**src/rtl/gasid_feature_loader.sv**
```systemverilog
// gasid_feature_loader: assembles BUS_BITS beats into one classifier feature frame with framing checks
module gasid_feature_loader #(
  parameter int FEAT_CNT  = 128,
  parameter int FEAT_BITS = 4,
  parameter int BUS_BITS  = 32
) (
  input  logic                          clk,
  input  logic                          rst_n,
  input  logic [BUS_BITS-1:0]           in_data,
  input  logic                          in_valid,
  input  logic                          in_last,
  output logic                          in_ready,
  output logic [FEAT_CNT*FEAT_BITS-1:0] features,
  output logic                          features_valid,
  input  logic                          features_ready,
  output logic                          frame_err,
  output logic [15:0]                   frame_cnt
);
  localparam int FW    = FEAT_CNT*FEAT_BITS;
  localparam int BEATS = FW/BUS_BITS;
  localparam int CW    = BEATS > 1 ? $clog2(BEATS) : 1;
  typedef enum logic {FILL, HOLD} state_t;
  state_t state, state_nx;
  logic [CW-1:0] cnt;
  logic acc, at_end, done, err;
  assign in_ready       = rst_n && state == FILL;
  assign features_valid = state == HOLD;
  always_comb begin
    acc      = in_valid && in_ready;
    at_end   = cnt == CW'(BEATS-1);
    done     = acc && at_end && in_last;
    err      = acc && (at_end != in_last);
    state_nx = state == FILL ? (done ? HOLD : FILL) : (features_ready ? FILL : HOLD);
  end
  always_ff @(posedge clk)
    if (!rst_n) state <= FILL;
    else state <= state_nx;
  always_ff @(posedge clk)
    if (!rst_n) begin
      cnt       <= '0;
      features  <= '0;
      frame_err <= 1'b0;
      frame_cnt <= 16'd0;
    end else begin
      frame_err <= err;
      if (acc) begin
        features[BUS_BITS*cnt +: BUS_BITS] <= in_data;
        cnt <= (done || err) ? '0 : cnt + CW'(1);
      end
      if (state == HOLD && features_ready) frame_cnt <= frame_cnt + 16'd1;
    end
endmodule

```
**config.mk**
```make
export PLATFORM = sky130hd
export DESIGN_NAME = gasid_feature_loader
export DESIGN_NICKNAME = d
export VERILOG_FILES = /design/src/rtl/gasid_feature_loader.sv
export SDC_FILE = /design/constraint.sdc
export NUM_CORES = 1
export LEC_CHECK = 0
export ABC_AREA = 1
export BUFFER_PORTS_ARGS = -buffer_cell sky130_fd_sc_hd__buf_4
export CAP_MARGIN = 20
export CORE_MARGIN = 4
export CORE_UTILIZATION = 40
export DETAILED_ROUTE_END_ITERATION = 8
export PLACE_DENSITY_LB_ADDON = 0.1
export SYNTH_ARGS = -nofsm -noshare
export SYNTH_HDL_FRONTEND = slang
export SYNTH_SLANG_ARGS = --single-unit
```
**constraint.sdc**
```tcl
create_clock -name clk -period 4 [get_ports clk]
set_input_delay 0.8 -clock clk [delete_from_list [all_inputs] [get_ports clk]]
set_output_delay 0.8 -clock clk [all_outputs]
set_load 0.01 [all_outputs]
```
==> impl_metrics.tcl <==
set metrics [dict create \
    outcome "complete, no violations" \
    vias_per_cell 5.091 \
    path_delay_family "simple AND/OR/NAND/NOR gates" \
    critPathMaxStageDelay_ns 0.76 \
    cts.sinks 534 \
    dp_hpwl_um 62780 \
    p_switching_w 0.002665 \
    drt_iter0_markers 2076 \
    avgSynthCellArea_um2 7.022 \
    endpoint_kind "register" \
    grt_max_degree 119 \
    routed-via-count 21350 \
    die-width_um 237.6 \
    hold_buffers 0 \
    dp_slack_ns 0.5831 \
    start_util_pct 40.76 \
    dp_cells 4090 \
    setup_violations 0 \
    synth_top_cells_by_area "dfxtp_1 51%, nor2_1 15%, o21ai_0 7.5%, nand2_1 6.8%, inv_1 4.9%" \
    crit_chain "nor3_1, ha_1, nand2_1, clkinv_1, buf_4, nand3_2, nor2_1, nor2_1" \
    power_frac_seq_pct 47.8 \
    clock_latency_ns 0.60 \
    reg2regPathDepth 8 \
    start_kind "register" \
    whs_path_depth 3 \
    coreArea_um2 51720 \
    synth_edf_count 0 \
    cp.depth 8 \
    rsz0062_at_grt "false" \
    cts.clk_slew.worst_paths_ns 0.06 \
    timing.final.crit_share_pct 83.15 \
    clockPowerShare_pct 46.9 \
    crit_top_cell "nor2_1" \
    cp.arrival_ns 3.80 \
    path_class "register to register" \
    synth_fp_nets 3045 \
    layout.cells.non_filler 4193 \
    cts_resized 0 \
    p_sw_share_pct 23.82 \
    clk_path_buf_depth 3 \
    crit_slowest_cell "nand3_2" \
    yosysSeqAreaShare_pct 50.72 \
    syn_area_um2 21080 \
    fin_skew_ns 0.01582 \
    maxSlewHeadroom_pct 25.44 \
    ys_types 28 \
    antenna_left 0 \
    crit_fanout 44 \
    power.density_nw_per_um2 404.2 \
    die_y_um 237.6 \
    cts_setup_buffers 0 \
    num_io_pins 568 \
    wl_per_cell_um 20.99 \
    drive_above_1_share_pct 20.93 \
    cp.required_ns 4.47 \
    worstMarginPinSlew_ns 1.110 \
    area_delta_synth_final_pct 31.31 \
    yosysTopAreaCell "dfxtp_1" \
    die_area_um2 56430 \
    grt_pass1_vias 19830 \
    vdd_drop_max_mv 0.2846 \
    clock.fmax_mhz 300.7 \
    max_cap_violations 0 \
    worst_slack_ns 0.6740 \
    place_congestion 0.8803 \
    grt_usage_pct 29.59 \
    io_buffers 567 \
    finalHoldViolations 0 \
    wirelength_um 87990 \
    slew_viol_final 0 \
    antenna_found_initial 3 \
    final_util_pct 53.52 \
    p_int_w 0.008523 \
    postPlaceCellArea_um2 25810 \
    root_buffer "clkbuf_16" \
    fp-row-count 83 \
    fin_nets 3513 \
    design_area_um2 27680 \
    synth_top_flop_cell "dfxtp_1" \
    ys_warn_count 0 \
    leakage_nw 13.26 \
    synth_top_cell_area_share_pct 50.72 \
    syn_inst 3002 \
    drtPass1Iterations 5 \
    pwr-share-comb_pct 5.3 \
    grt_pass1_wl_um 129100 \
    grt-ovfl-total 0 \
    async_reset_ff_share_pct 0 \
    cts_buffers 57 \
    n_fill_cell 5027 \
    cts_tree "built" \
    min_period_ns 3.326 \
    fin_tns_setup_ns 0 \
    synth_seq_cells 534 \
    crit_buf_inv 2 \
    hold_class "primary input to register" \
    drc 0 \
    htreeDepth 2 \
]
## power by group through the flow
| stage | clock [W] | sequential [W] | combinational, W |
|---|---|---|---|
| 2_1_floorplan | 0 | 0.00547 | 0.000319 |
| 3_3_place_gp | 0 | 0.00547 | 0.000574 |
| 3_5_place_dp | 0 | 0.00547 | 0.000576 |
| 4_1_cts | 0.00532 | 0.00535 | 0.000578 |
| 5_1_grt | 0.00553 | 0.00535 | 0.000630 |
| 6_report | 0.00525 | 0.00535 | 0.000593 |
## synthesized netlist by cell type (2+ instances only)
cell,instances
o21ai_0,315
inv_1,277
nor3_1,101
inv_2,12
buf_1,17
nor2_1,837
o21ai_1,23
buf_2,27
nand3_1,144
dfxtp_1,534
a21oi_1,135
nand2_1,380
ha_1,6
nor3b_1,2
o21a_1,3
clkbuf_1,156
xor2_1,2
clkinv_1,2
nor2_2,6
nand4_1,6
a211oi_1,10
## stage by stage
step	hold slack [ns]	power, W
global route	0.4541	0.01151
CTS	0.4283	0.01125
detailed placement	0.4576	0.006043
finish	0.4675	0.01119
floorplan	0.4900	0.005791
global placement	0.4559	0.006040
## flip-flops by register name (all words and copies together), names as in the netlist
signal and flops:
features 512, frame_err 1, features_valid 1, cnt 4, frame_cnt 16
## cell type report
class	instances	area [um^2]	area share, %
sequential	534	10690	38.62
multi-input combinational	1977	8578	30.99
timing repair buffer	609	4624	16.71
clock buffer	82	1660	5.999
inverter	291	1096	3.960
tap	680	850.8	3.074
clock inverter	19	175.2	0.6329
antenna	1	2.502	0.009041
## metal layers
layer	vias up	track usage, %	share of wire (%)
met5	-	0	0.019
met4	4	9.979	3.6
met3	166	7.425	8.5
met2	904	48.69	47
met1	9926	38.18	41
li1	10350	-	-
## kinds of logic after synthesis
| logic type | synth area share [%] |
|---|---|
| AND/OR/NAND/NOR | 28.08 |
| AO/OA/AOI/OAI | 11.73 |
| flip-flops | 50.72 |
| buffers and inverters | 8.904 |
| adder cells (fa/ha/maj) | 0.3561 |
| XOR/XNOR | 0.2137 |
## cell usage in the layout (no fill, tap or decap), drive strengths merged, types with 6 or more instances in the layout
cell      n
nor2    843
buf     609
dfxtp   534
nand2   381
o21ai   338
inv     286
nand3   144
a21oi   135
nor3    102
clkbuf   82
clkinv   19
a211oi   10
nand4     6
ha        6
## worst paths after layout
check | start | to | slack (ns)
worst max register to register | cnt[2]$_SDFFE_PN0P_ | features[155]$_SDFFE_PN0P_ | 0.67
worst min-delay path | rst_n | features[74]$_SDFFE_PN0P_ | 0.47
worst max-delay path | cnt[2]$_SDFFE_PN0P_ | features[155]$_SDFFE_PN0P_ | 0.67
worst min register to register | features[8]$_SDFFE_PN0P_ | features[8]$_SDFFE_PN0P_ | 0.47
## tightest hold or removal path, cell delays in order
cell and delay, ns:
buf_8 0.13, nand2_1 0.06, nor2_1 0.03
Power figures use the tool's default switching activity.
